<file path="src/rtl/sd_seq_gen.sv">
// sd_seq_gen: srdy/drdy traffic producer emitting {tag_val, seq} words with pattern-based throttling.
// Optional gap injection is compiled in with `define SDLIB_SEQ_GEN_ERR_INJ_EN.
module sd_seq_gen #(
    parameter int unsigned width   = 8,
    parameter int unsigned tag_sz  = 1,
    parameter int unsigned tag_val = 0,
    parameter int unsigned pat_dep = 8
) (
    input  logic               clk,
    input  logic               reset,
    input  logic               enable,
    input  logic [pat_dep-1:0] srdy_pat,
    input  logic [15:0]        max_xfers,
    output logic               p_srdy,
    input  logic               p_drdy,
    output logic [width-1:0]   p_data,
    output logic [15:0]        xfer_cnt,
`ifdef SDLIB_SEQ_GEN_ERR_INJ_EN
    input  logic               err_inj,
    output logic [7:0]         inj_cnt,
`endif
    output logic               done
);

    localparam int unsigned COUNT_SZ = width - tag_sz;
    localparam int unsigned PPOS_W   = (pat_dep > 1) ? $clog2(pat_dep) : 1;
    localparam int unsigned CNT_W    = 16;

    localparam logic [tag_sz-1:0] TAG      = tag_sz'(tag_val);
    localparam logic [CNT_W-1:0]  CNT_MAX  = {CNT_W{1'b1}};

    logic                p_srdy_q, p_srdy_d;
    logic [COUNT_SZ-1:0] seq_q,    seq_d;
    logic [PPOS_W-1:0]   ppos_q,   ppos_d;
    logic [CNT_W-1:0]    xfer_cnt_q, xfer_cnt_d;
    logic                done_q,   done_d;

    logic                xfer;
    logic                decide;
    logic                lim_next;
    logic [CNT_W:0]      cnt_plus;
    logic [COUNT_SZ-1:0] seq_step;

`ifdef SDLIB_SEQ_GEN_ERR_INJ_EN
    logic       inj_pend_q, inj_pend_d;
    logic [7:0] inj_cnt_q,  inj_cnt_d;
    logic       inj_now;
`endif

    assign xfer   = p_srdy_q & p_drdy;
    // A new offer may only be decided once the current one is gone.
    assign decide = xfer | ~p_srdy_q;

    // Limit check uses the count as it will be after this edge; 17 bits avoid saturation aliasing.
    assign cnt_plus = {1'b0, xfer_cnt_q} + (CNT_W + 1)'(xfer);
    assign lim_next = (max_xfers != 16'd0) && (cnt_plus >= {1'b0, max_xfers});

`ifdef SDLIB_SEQ_GEN_ERR_INJ_EN
    assign inj_now  = xfer & inj_pend_q;
    assign seq_step = inj_now ? COUNT_SZ'(2) : COUNT_SZ'(1);
`else
    assign seq_step = COUNT_SZ'(1);
`endif

    // Next-state computation.
    always_comb begin
        p_srdy_d   = p_srdy_q;
        seq_d      = seq_q;
        ppos_d     = ppos_q;
        xfer_cnt_d = xfer_cnt_q;
        done_d     = lim_next;

        if (xfer) begin
            seq_d = seq_q + seq_step;
            if (xfer_cnt_q != CNT_MAX) begin
                xfer_cnt_d = xfer_cnt_q + CNT_W'(1);
            end
        end

        if (decide) begin
            ppos_d   = ppos_q + PPOS_W'(1);
            p_srdy_d = enable & srdy_pat[ppos_q] & ~lim_next;
        end
    end

`ifdef SDLIB_SEQ_GEN_ERR_INJ_EN
    // Sticky injection request, consumed by the next handshake.
    always_comb begin
        inj_pend_d = inj_pend_q;
        inj_cnt_d  = inj_cnt_q;
        if (inj_now) begin
            inj_pend_d = 1'b0;
            if (inj_cnt_q != 8'hFF) begin
                inj_cnt_d = inj_cnt_q + 8'd1;
            end
        end
        if (err_inj) begin
            inj_pend_d = 1'b1;
        end
    end

    always_ff @(posedge clk) begin
        if (reset) begin
            inj_pend_q <= 1'b0;
            inj_cnt_q  <= 8'd0;
        end else begin
            inj_pend_q <= inj_pend_d;
            inj_cnt_q  <= inj_cnt_d;
        end
    end

    assign inj_cnt = inj_cnt_q;
`endif

    // State registers; synchronous reset wins over everything, including a pending offer.
    always_ff @(posedge clk) begin
        if (reset) begin
            p_srdy_q   <= 1'b0;
            seq_q      <= '0;
            ppos_q     <= '0;
            xfer_cnt_q <= '0;
            done_q     <= 1'b0;
        end else begin
            p_srdy_q   <= p_srdy_d;
            seq_q      <= seq_d;
            ppos_q     <= ppos_d;
            xfer_cnt_q <= xfer_cnt_d;
            done_q     <= done_d;
        end
    end

    assign p_srdy   = p_srdy_q;
    assign p_data   = {TAG, seq_q};
    assign xfer_cnt = xfer_cnt_q;
    assign done     = done_q;

endmodule

</file>
<file path="config.mk">
export PLATFORM = sky130hd
export DESIGN_NAME = sd_seq_gen
export DESIGN_NICKNAME = d
export VERILOG_FILES = /design/src/rtl/sd_seq_gen.sv
export SDC_FILE = /design/constraint.sdc
export NUM_CORES = 1
export LEC_CHECK = 0
export ABC_CLOCK_PERIOD_IN_PS = 7800
export BUFFER_PORTS_ARGS = -buffer_cell sky130_fd_sc_hd__buf_4
export CAP_MARGIN = 30
export CORE_UTILIZATION = 44
export CTS_CLUSTER_DIAMETER = 40
export CTS_CLUSTER_SIZE = 30
export DETAILED_ROUTE_END_ITERATION = 16
export PLACE_DENSITY_LB_ADDON = 0.15
export SYNTH_ARGS = -nofsm -noshare
export SYNTH_HDL_FRONTEND = slang
export SYNTH_SLANG_ARGS = --single-unit
</file>
<file path="constraint.sdc">
create_clock -name clk -period 7.8 [get_ports clk]
set_clock_uncertainty 0.1 [all_clocks]
set_input_delay 1.56 -clock clk [delete_from_list [all_inputs] [get_ports clk]]
set_output_delay 1.56 -clock clk [all_outputs]
set_load 0.01 [all_outputs]
</file>
==> metrics.yaml, run 1 <==
wp_data_required_ns: 7.89
layout.cells.most_common: "sky130_fd_sc_hd__buf_4"
cts_tree: "yes"
cts_made_buffers: 3
drv_cap: 0
std_cell_rows: 23
nNetsFinal: 328
period_share_pct: 54.22
post_synth.cell_area_avg_um2: 8.518
coreArea_um2: 4115
min_delay_path_depth: 2
reg2reg_from: "p_srdy"
number_of_buffers_and_inverters_on_the_critical_path: 2
layout-area-overhead-vs-synth_pct: 23.35
power.leakage_nw: 1.132
outcome: "complete, no violations"
antenna_violating_nets_post_route: 0
detailed_place_hpwl_um: 3449
critPathCaptureType: "register"
antenna_found_initial: 0
timing.reg2reg.worst_path_depth: 12
critical_path.reg2reg.endpoint: "p_srdy"
global_route.overflow_total: 0
finish.cell_count_without_fillers: 328
crit_top_cell: "sky130_fd_sc_hd__ha_1"
synth-edff-count: 0
grt_start_max_net_pins: 29
cts_resized: 0
num_vias: 1720
critical_path_class: "in -> reg"
cts.reportedPaths.clkPinSlew_ns: 0.09
dr.first_iter.drc_count: 106
period_needed_ns: 4.229
yosys_warnings: 0
critical_path.top_delay_family: "adder cells"
cts_buffer_depth: 2
grt.total_usage_pct: 20.17
post_drt_via_cell_ratio: 5.244
drtPass1Iterations: 4
dieArea_um2: 4703
power.total_uw: 279.1
number_of_buffers_inserted_by_hold_repair_at_cts: 0
gp_congestion: 0.7929
clock_sinks: 28
first_global_vias: 1576
final_util_pct: 58.47
synth_top_flop_cell: "sky130_fd_sc_hd__dfxtp_1"
crit_fanout: 9
antenna-diode-count: 0
rsz0062_at_grt: "no"
die_h_um: 68.58
clock_insertion_delay_worst_skew_ns: 0.27
report.final.setup_viol: 0
average_wire_per_cell_in_the_routed_design_um: 13.08
r2r_setup_slack_ns: 4.61
critical_path.startpoint_type: "input port"
clock.fmax_ghz: 0.2365
slew_viol_final: 0
chip_width_um: 68.58
io_buf_count: 52
post_synth_instance_area_um2: 1951
postSynthRegisterBits: 28
final_instance_area_um2: 2406
hold_removal_path_class: "reg -> reg"
cts-htree-levels: 1
syn_nets: 278
grt_first_pass_wirelength_um: 7120
drc_errors: 0
fin_hold_ws_ns: 0.4076
tns_ns: 0
final_hold_viol_count: 0
cts.root.buffer_cell: "sky130_fd_sc_hd__clkbuf_8"
layout-drive-gt1-share_pct: 23.74
most_frequent_cells_in_the_layout: "52 x sky130_fd_sc_hd__buf_4, 28 x sky130_fd_sc_hd__dfxtp_1, 26 x sky130_fd_sc_hd__nor2_1"
hold_path_end: "seq_q[5]"
power_density_over_the_cells_nw_per_um2: 116.0
synth-seq-area-share_pct: 28.74
vdd.ir_drop.worst_mv: 0.1151
post-cts-setup-buffers: 0
synth_cell_type_count: 40
placed_cells: 324
fin_ws_ns: 3.571
synthesis.instances: 229
num-fill-cells: 396
crit_path_max_incr_delay_ns: 0.41
ys_async_sr_fraction_pct: 0
routed_wirelength_um: 4290
hp-start: "seq_q[5]"
arrival_ns: 4.32
cp_cell_sequence: "buf_4, nand2_1, clkinv_1, ha_1, ha_1, and3_1, xor2_1, ha_1, nand4_1, nor3_1, o41ai_1, nand4_1, a311oi_1"
placement.setup.worst_slack_ns: 3.316
num_io_pins: 54
initial_utilization_pct: 47.40
cpMaxStageDelayCell: "sky130_fd_sc_hd__o41ai_1"
detailed_place.area_um2: 2351
## worst min-delay path: cells and delay by family, from the launching register on
kind / cells / cell delay [ns]
flip-flops: 1 / 0.33
AO/OA/AOI/OAI: 2 / 0.13
## worst max-delay path by stage
stage          slack [ns]  cells past startpoint  endpoint    from
2_1_floorplan        3.80                     12    p_srdy  p_drdy
3_3_place_gp         3.48                     13    p_srdy  p_drdy
3_5_place_dp         3.32                     13    p_srdy  p_drdy
4_1_cts              3.60                     13    p_srdy  p_drdy
5_1_grt              3.34                     13    p_srdy  p_drdy
6_report             3.57                     13    p_srdy  p_drdy
## sequential cells by signal, summed over array words and instances, names as in the netlist
register and cells:
p_srdy 1, done 1, ppos_q 3, seq_q 7
xfer_cnt 16
## layout make-up
cell class                 count  area (um2)  share of cell area, %
clock buffer                   4       55.05                  2.288
inverter                      17       63.81                  2.652
multi-input combinational    177        1274                  52.94
sequential                    28       560.5                  23.30
tap                           50       62.56                  2.600
timing repair buffer          52       390.4                  16.22
## synth_stat cells (3+ instances only)
library cell              number  area share [%]
sky130_fd_sc_hd__a21oi_1      11             2.8
sky130_fd_sc_hd__and3_1        6             1.9
sky130_fd_sc_hd__buf_6         3             1.7
sky130_fd_sc_hd__dfxtp_1      28              29
sky130_fd_sc_hd__ha_1         21              13
sky130_fd_sc_hd__inv_1        16             3.1
sky130_fd_sc_hd__nand2_1      19             3.7
sky130_fd_sc_hd__nand3_1      11             2.8
sky130_fd_sc_hd__nand4_1      10             3.2
sky130_fd_sc_hd__nor2_1       26             5.0
sky130_fd_sc_hd__nor3_1        3            0.77
sky130_fd_sc_hd__nor4_1        4             1.3
sky130_fd_sc_hd__o21ai_0       6             1.5
sky130_fd_sc_hd__or3_1         4             1.3
sky130_fd_sc_hd__xnor2_1      15             6.7
sky130_fd_sc_hd__xor2_1       18             8.1
## routing by layer
metal | routed length [um] | GRT usage (%) | vias to the layer above | share of wire [%]
met5 | 0 | 0 | - | 0
met4 | 14 | 2.344 | 0 | 0.33
met3 | 149 | 3.454 | 2 | 3.5
met2 | 2086 | 35.17 | 38 | 49
met1 | 2040 | 26.49 | 786 | 48
li1 | - | - | 894 | -
## cell families (layout without fill, tap and decap cells)
logic type	Yosys count	count (layout)	synth area share [%]
compound gates	27	27	9.429
flops	28	28	28.74
other cells	1	1	0.1922
mux	5	5	3.913
simple gates	90	90	23.48
xor+xnor	33	33	14.82
fa+ha+maj	21	21	13.47
buf+inv	24	73	5.965
## report_power, final
part	switching (mW)	internal, mW	total, mW
registers	0.00472	0.146	0.151
clock network	0.0423	0.0451	0.0874
logic	0.0176	0.0229	0.0405
total	0.0646	0.214	0.279
(Power assumes the default switching activity.)
==> run 2: changes to the inputs <==
--- a/config.mk
+++ b/config.mk
@@ -5,7 +5,7 @@
 export SDC_FILE = /design/constraint.sdc
 export NUM_CORES = 1
 export LEC_CHECK = 0
-export ABC_CLOCK_PERIOD_IN_PS = 7800
+export ABC_CLOCK_PERIOD_IN_PS = 4200
 export BUFFER_PORTS_ARGS = -buffer_cell sky130_fd_sc_hd__buf_4
 export CAP_MARGIN = 30
 export CORE_UTILIZATION = 44
==> constraint.sdc (replaced) <==
create_clock -name clk -period 4.2 [get_ports clk]
set_clock_uncertainty 0.1 [all_clocks]
set_input_delay 0.84 -clock clk [delete_from_list [all_inputs] [get_ports clk]]
set_output_delay 0.84 -clock clk [all_outputs]
set_load 0.01 [all_outputs]
==> metrics.yaml, run 2 (synthesis results as in run 1) <==
outcome: "complete, no violations"  # unchanged
rsz0062_at_grt: "no"  # unchanged
power_density_over_the_cells_nw_per_um2: 208.0  # was 116.0 nW/um2
hold_removal_path_class: "reg -> reg"  # unchanged
gr-usage-met3_pct: 3.947  # was 3.454%
coreArea_um2: 4115  # unchanged
antenna-diode-count: 0  # unchanged
cts_buffer_depth: 2  # unchanged
number_of_buffers_inserted_by_hold_repair_at_cts: 0  # unchanged
critical_path.startpoint_type: "input port"  # unchanged
num_io_pins: 54  # unchanged
placed_cells: 324  # unchanged
detailed_place_hpwl_um: 3481  # was 3449 um
layout-area-overhead-vs-synth_pct: 22.64  # was 23.35%
crit_fanout: 9  # unchanged
post-cts-setup-buffers: 0  # unchanged
routed_wirelength_um: 4302  # was 4290 um
drc_errors: 0  # unchanged
chip_width_um: 68.58  # unchanged
slew_viol_final: 0  # unchanged
sequential_share_of_power_pct: 56.4  # was 54.2%
reg2reg_from: "p_srdy"  # unchanged
fraction_of_power_consumed_by_the_clock_network_pct: 28.5  # was 31.3%
crit_path_max_incr_delay_ns: 0.40  # was 0.41 ns
clock_sinks: 28  # unchanged
hp-start: "seq_q[1]"  # was seq_q[5]
most_frequent_cells_in_the_layout: "52 x sky130_fd_sc_hd__buf_4, 28 x sky130_fd_sc_hd__dfxtp_1, 26 x sky130_fd_sc_hd__nor2_1"  # unchanged
clock_insertion_delay_worst_skew_ns: 0.27  # about the same
critPathCaptureType: "register"  # unchanged
grt.total_usage_pct: 20.02  # was 20.17%
gr-max-usage-layer: "met2"  # unchanged
dr.first_iter.drc_count: 112  # was 106
gp_congestion: 0.7929  # unchanged
critical_path.reg2reg.endpoint: "p_srdy"  # unchanged
final_hold_viol_count: 0  # unchanged
post_drt_via_cell_ratio: 5.232  # was 5.244
finish.cell_count_without_fillers: 327  # was 328
vdd.ir_drop.worst_mv: 0.1622  # was 0.1151 mV
global_route.overflow_total: 0  # unchanged
cts.reportedPaths.clkPinSlew_ns: 0.09  # about the same
num-fill-cells: 403  # was 396
groute.layer.met1.usage_pct: 25.97  # was 26.49%
intPower_uw: 378.7  # was 214.5 uW
io_buf_count: 52  # unchanged
final_util_pct: 58.13  # was 58.47%
drv_cap: 0  # unchanged
tns_ns: 0  # unchanged
initial_utilization_pct: 47.40  # unchanged
cpMaxStageDelayCell: "sky130_fd_sc_hd__o41ai_1"  # unchanged
cts_resized: 0  # unchanged
power.total_uw: 497.5  # was 279.1 uW
final_instance_area_um2: 2392  # was 2406 um2
dieArea_um2: 4703  # unchanged
arrival_ns: 3.57  # was 4.32 ns
cp_cell_sequence: "buf_4, nand2_1, clkinv_1, ha_1, ha_1, and3_1, xor2_1, ha_1, nand4_1, nor3_1, o41ai_1, nand4_1, a311oi_1"  # unchanged
grt_start_max_net_pins: 29  # unchanged
p_switching_uw: 118.8  # was 64.63 uW
critical_path_class: "in -> reg"  # unchanged
nNetsFinal: 328  # unchanged
crit_top_cell: "sky130_fd_sc_hd__ha_1"  # unchanged
period_needed_ns: 3.487
layout-drive-gt1-share_pct: 23.47  # was 23.74%
first_global_vias: 1569  # was 1,576
hold_path_end: "seq_q[1]"  # was seq_q[5]
report.final.setup_viol: 0  # unchanged
met2_usage_pct: 35.29  # was 35.17%
num_vias: 1711  # was 1,720
power.leakage_nw: 1.125  # was 1.132 nW
std_cell_rows: 23  # unchanged
min_delay_path_depth: 2  # unchanged
cts_tree: "yes"  # unchanged
grt_first_pass_wirelength_um: 7093  # was 7120 um
layout.cells.most_common: "sky130_fd_sc_hd__buf_4"  # unchanged
power_frac_comb_pct: 15.1  # was 14.5%
wp_data_required_ns: 4.29  # was 7.89 ns
power.share.switching_pct: 23.88  # was 23.16%
largest_reg_flops: 16  # unchanged
cts.root.buffer_cell: "sky130_fd_sc_hd__clkbuf_8"  # unchanged
r2r_setup_slack_ns: 1.03  # was 4.61 ns
cts-htree-levels: 1  # unchanged
average_wire_per_cell_in_the_routed_design_um: 13.16  # was 13.08 um
cts_made_buffers: 3  # unchanged
clock.fmax_ghz: 0.2868
antenna_violating_nets_post_route: 0  # unchanged
die_h_um: 68.58  # unchanged
period_share_pct: 83.02
antenna_found_initial: 0  # unchanged
detailed_place.area_um2: 2351  # unchanged
timing.reg2reg.worst_path_depth: 12  # unchanged
drtPass1Iterations: 4  # unchanged
==> run 2: metrics by stage <==
step	hold WS, ns	setup slack (ns)
finish	0.4050	0.7133
global route	0.4371	0.4846
CTS	0.4047	0.7441
detailed placement	0.3911	0.4685
global placement	0.3923	0.6019
floorplan	0.3877	0.9159
==> run 2: layout make-up <==
class / count / area (um2) / share of cell area (%)
Multi-Input combinational cell: 177 / 1274 / 53.24
Sequential cell: 28 / 560.5 / 23.43
Timing Repair Buffer: 52 / 390.4 / 16.32
Inverter: 17 / 63.81 / 2.667
Tap cell: 50 / 62.56 / 2.615
Clock buffer: 3 / 41.29 / 1.726
==> run 2: worst max-delay path by stage <==
stage          endpoint  depth (start not counted)    from  slack (ns)
2_1_floorplan    p_srdy                         12  p_drdy        0.92
3_3_place_gp     p_srdy                         13  p_drdy        0.60
3_5_place_dp     p_srdy                         13  p_drdy        0.47
4_1_cts          p_srdy                         13  p_drdy        0.74
5_1_grt          p_srdy                         13  p_drdy        0.48
6_report         p_srdy                         13  p_drdy        0.71
==> run 2: per-layer routing <==
layer | up-vias | routed length [um]
met1 | 790 | 2017
met5 | - | 0
li1 | 891 | -
met4 | 0 | 8
met3 | 2 | 141
met2 | 28 | 2135
==> run 2: power groups by stage <==
| stage | sequential, mW | combinational [mW] | clock (mW) |
|---|---|---|---|
| 3_3_place_gp | 0.287 | 0.0750 | 0 |
| 2_1_floorplan | 0.286 | 0.0421 | 0 |
| 3_5_place_dp | 0.287 | 0.0761 | 0 |
| 4_1_cts | 0.281 | 0.0763 | 0.146 |
| 5_1_grt | 0.282 | 0.0848 | 0.158 |
| 6_report | 0.281 | 0.0750 | 0.142 |
==> run 2: critical path, delay by kind of cell <==
family,cells,cell delay [ns]
xor+xnor,1,0.16
buf+inv,2,0.36
compound gates,2,0.66
fa+ha+maj,3,0.85
simple gates,5,0.69
==> run 3: changes to the inputs <==
--- a/config.mk
+++ b/config.mk
@@ -5,7 +5,8 @@
 export SDC_FILE = /design/constraint.sdc
 export NUM_CORES = 1
 export LEC_CHECK = 0
-export ABC_CLOCK_PERIOD_IN_PS = 4200
+export ABC_AREA = 1
+export ABC_CLOCK_PERIOD_IN_PS = 3400
 export BUFFER_PORTS_ARGS = -buffer_cell sky130_fd_sc_hd__buf_4
 export CAP_MARGIN = 30
 export CORE_UTILIZATION = 44
==> constraint.sdc (replaced) <==
create_clock -name clk -period 3.4 [get_ports clk]
set_clock_uncertainty 0.1 [all_clocks]
set_input_delay 0.68 -clock clk [delete_from_list [all_inputs] [get_ports clk]]
set_output_delay 0.68 -clock clk [all_outputs]
set_load 0.01 [all_outputs]
==> metrics.yaml, run 3 <==
dieArea_um2: 5189  # was 4703 um2
drtPass1Iterations: 4  # unchanged
synthesis.instances: 320  # was 229
crit_fanout: 5  # was 9
tns_ns: 0  # unchanged
finish.cell_count_without_fillers: 442  # was 327
routed_wirelength_um: 4968  # was 4302 um
post_synth.cell_area_avg_um2: 6.745  # was 8.518 um2
cts_made_buffers: 3  # unchanged
power.leakage_nw: 1.314  # was 1.125 nW
coreArea_um2: 4723  # was 4115 um2
hold_removal_path_class: "reg -> reg"  # unchanged
crit_path_max_incr_delay_ns: 0.26  # was 0.40 ns
cts_buffer_depth: 2  # unchanged
antenna_violating_nets_post_route: 0  # unchanged
final-seq-area_um2: 560.5  # unchanged
number_of_buffers_and_inverters_on_the_critical_path: 3  # was 2
clock.fmax_ghz: 0.3377
antenna-diode-count: 0  # unchanged
final_hold_viol_count: 0  # unchanged
cts_tree: "yes"  # unchanged
layout-drive-gt1-share_pct: 20.00  # was 23.47%
postSynthRegisterBits: 28  # unchanged
syn_nets: 369  # was 278
cts_resized: 0  # unchanged
num_vias: 2084  # was 1,711
cts.reportedPaths.clkPinSlew_ns: 0.10  # was 0.09 ns
dr.first_iter.drc_count: 70  # was 112
synth_area_leader_cell: "sky130_fd_sc_hd__dfxtp_1"  # unchanged
num_io_pins: 54  # unchanged
antenna_found_initial: 0  # unchanged
synth_cell_type_count: 32  # was 40
grt.total_usage_pct: 19.89  # was 20.02%
grt_start_max_net_pins: 19  # was 29
synth-edff-count: 0  # unchanged
nNetsFinal: 425  # was 328
critPathCaptureType: "register"  # unchanged
gp_congestion: 0.8756  # was 0.7929
outcome: "complete, no violations"  # unchanged
crit_top_cell: "sky130_fd_sc_hd__nand2_1"  # was sky130_fd_sc_hd__ha_1
yosys-top-cells-area: "sky130_fd_sc_hd__dfxtp_1 26%, sky130_fd_sc_hd__ha_1 12%, sky130_fd_sc_hd__inv_1 9.6%, sky130_fd_sc_hd__nand2_1 9.2%, sky130_fd_sc_hd__nor2_1 8.3%"  # was sky130_fd_sc_hd__dfxtp_1 29%, sky130_fd_sc_hd__ha_1 13%, sky130_fd_sc_hd__xor2_1 8.1%, sky130_fd_sc_hd__xnor2_1 6.7%, sky130_fd_sc_hd__nor2_1 5.0%
synth.cells.most_frequent: "55 x sky130_fd_sc_hd__inv_1, 53 x sky130_fd_sc_hd__nand2_1, 48 x sky130_fd_sc_hd__nor2_1, 28 x sky130_fd_sc_hd__dfxtp_1"  # was 28 x sky130_fd_sc_hd__dfxtp_1, 26 x sky130_fd_sc_hd__nor2_1, 21 x sky130_fd_sc_hd__ha_1, 19 x sky130_fd_sc_hd__nand2_1, 18 x sky130_fd_sc_hd__xor2_1
post_synth_instance_area_um2: 2158  # was 1951 um2
drv_cap: 0  # unchanged
std_cell_rows: 25  # was 23
timing_worst_slew_pin_value_ns: 0.5182
period_share_pct: 87.09
die_h_um: 72.04  # was 68.58 um
grt_first_pass_wirelength_um: 8128  # was 7093 um
first_global_vias: 1854  # was 1,569
critical_path_class: "in -> reg"  # unchanged
critical_path.startpoint_type: "input port"  # unchanged
layout-area-overhead-vs-synth_pct: 24.17  # was 22.64%
io_buf_count: 52  # unchanged
cp_cell_sequence: "buf_4, nand2_1, inv_1, ha_1, ha_1, inv_1, nor2_2, nand3_1, nor2_1, xor2_1, ha_1, nand2_1, nor2_1, nand2_1, nor2_1, nand2_1, nand3_1, nor2_1, nand2_1, nand2_1, nand2_1, a21oi_1"  # was buf_4, nand2_1, clkinv_1, ha_1, ha_1, and3_1, xor2_1, ha_1, nand4_1, nor3_1, o41ai_1, nand4_1, a311oi_1
average_wire_per_cell_in_the_routed_design_um: 11.24  # was 13.16 um
global_route.overflow_total: 0  # unchanged
wp_data_required_ns: 3.51  # was 4.29 ns
total_area_of_multi_input_combinational_cells_um2: 1363  # was 1274 um2
detailed_place_hpwl_um: 4031  # was 3481 um
report.final.setup_viol: 0  # unchanged
max_slew_margin_pct: 65.42
arrival_ns: 3.08  # was 3.57 ns
synthMostInstantiatedCell: "sky130_fd_sc_hd__inv_1"  # was sky130_fd_sc_hd__dfxtp_1
synth-seq-area-share_pct: 25.97  # was 28.74%
period_needed_ns: 2.961
cts.root.buffer_cell: "sky130_fd_sc_hd__clkbuf_8"  # unchanged
chip_width_um: 72.04  # was 68.58 um
clock_sinks: 28  # unchanged
slew_viol_final: 0  # unchanged
initial_utilization_pct: 45.70  # was 47.40%
clock_insertion_delay_worst_skew_ns: 0.28  # was 0.27 ns
cts-htree-levels: 1  # unchanged
most_frequent_cells_in_the_layout: "55 x sky130_fd_sc_hd__inv_1, 54 x sky130_fd_sc_hd__buf_4, 53 x sky130_fd_sc_hd__nand2_1"  # was 52 x sky130_fd_sc_hd__buf_4, 28 x sky130_fd_sc_hd__dfxtp_1, 26 x sky130_fd_sc_hd__nor2_1
post-cts-setup-buffers: 0  # unchanged
placed_cells: 438  # was 324
cpMaxStageDelayCell: "sky130_fd_sc_hd__ha_1"  # was sky130_fd_sc_hd__o41ai_1
critical_path.top_delay_family: "simple AND/OR/NAND/NOR gates"  # was adder cells
power_density_over_the_cells_nw_per_um2: 249.5  # was 208.0 nW/um2
yosys_warnings: 0  # unchanged
number_of_buffers_inserted_by_hold_repair_at_cts: 0  # unchanged
drc_errors: 0  # unchanged
largest_reg_flops: 16  # unchanged
ys_async_sr_fraction_pct: 0  # unchanged
synth.top_cell.area_share_pct: 25.97  # was 28.74%
post_drt_via_cell_ratio: 4.715  # was 5.232
num-fill-cells: 483  # was 403
synth_top_flop_cell: "sky130_fd_sc_hd__dfxtp_1"  # unchanged
layout.cells.most_common: "sky130_fd_sc_hd__inv_1"  # was sky130_fd_sc_hd__buf_4
vdd.ir_drop.worst_mv: 0.1710  # was 0.1622 mV
fin_hold_ws_ns: 0.3695  # was 0.4050 ns
rsz0062_at_grt: "no"  # unchanged
run 3: cell count changes after synthesis, moves of 5 or more:
cell,before,now
sky130_fd_sc_hd__and3_1,6,1
sky130_fd_sc_hd__o21ai_0,6,20
sky130_fd_sc_hd__a21oi_1,11,21
sky130_fd_sc_hd__nand2_1,19,53
sky130_fd_sc_hd__nand4_1,10,5
sky130_fd_sc_hd__inv_1,16,55
sky130_fd_sc_hd__nor2_1,26,48
sky130_fd_sc_hd__xnor2_1,15,1
run 3: layout make-up:
cell class,count,share of cell area (%)
Multi-Input combinational cell,233,50.84
Sequential cell,28,20.92
Tap cell,67,3.128
Timing Repair Buffer,54,15.13
Clock buffer,4,2.054
Inverter,56,7.937
run 3: metrics by stage:
step	instance area, um2	setup WS, ns	utilization (%)	total power, mW
after global placement	2625	0.2366	55.58	0.4635
after global routing	2680	0.1301	56.74	0.7027
after CTS	2680	0.4198	56.74	0.6758
after floorplan	2158	0.4659	-	0.4155
final	2680	0.4390	56.74	0.6686
after detailed placement	2625	0.1496	55.58	0.4645
run 3: power breakdown:
| part | leakage (nW) | internal (mW) | total [mW] | switching, mW |
|---|---|---|---|---|
| logic | 1.06 | 0.0518 | 0.107 | 0.0556 |
| registers | 0.227 | 0.337 | 0.349 | 0.0119 |
| clock network | 0.0288 | 0.104 | 0.212 | 0.108 |
| total | 1.31 | 0.493 | 0.669 | 0.176 |
run 3: tightest hold or removal path, delay by kind of cell, from the launching register on:
family                 cells  cell delay (ns)
AOI/OAI and AO/OA          1             0.05
DFF                        1             0.32
buffers and inverters      1             0.06
run 3: cell families after synthesis:
| group | Yosys count | share of synthesized area, % |
|---|---|---|
| muxes | 1 | 0.4638 |
| AOI/OAI and AO/OA | 46 | 11.19 |
| adders and majority gates | 21 | 12.17 |
| buffers and inverters | 59 | 10.90 |
| xor gates and xnor gates | 18 | 7.304 |
| and+or+nand+nor | 146 | 31.83 |
| other | 1 | 0.1737 |
| DFF | 28 | 25.97 |
run 3: worst paths after layout:
check / startpoint / endpoint / slack [ns] / cells after the start
worst max-delay path: p_drdy / p_srdy / 0.44 / 22
worst max register to register: p_srdy / p_srdy / 0.52 / 21
worst min-delay path: seq_q[6] / seq_q[6] / 0.37 / 2
worst min register to register: seq_q[6] / seq_q[6] / 0.37 / 2
run 3: metal layers:
metal  GRT usage (%)  share of wire, %  vias up
li1                -                 -     1122
met1           26.42                48      919
met3           1.389               2.7        4
met5               0                 0        -
met2           35.22                49       39
met4           4.793              0.58        0
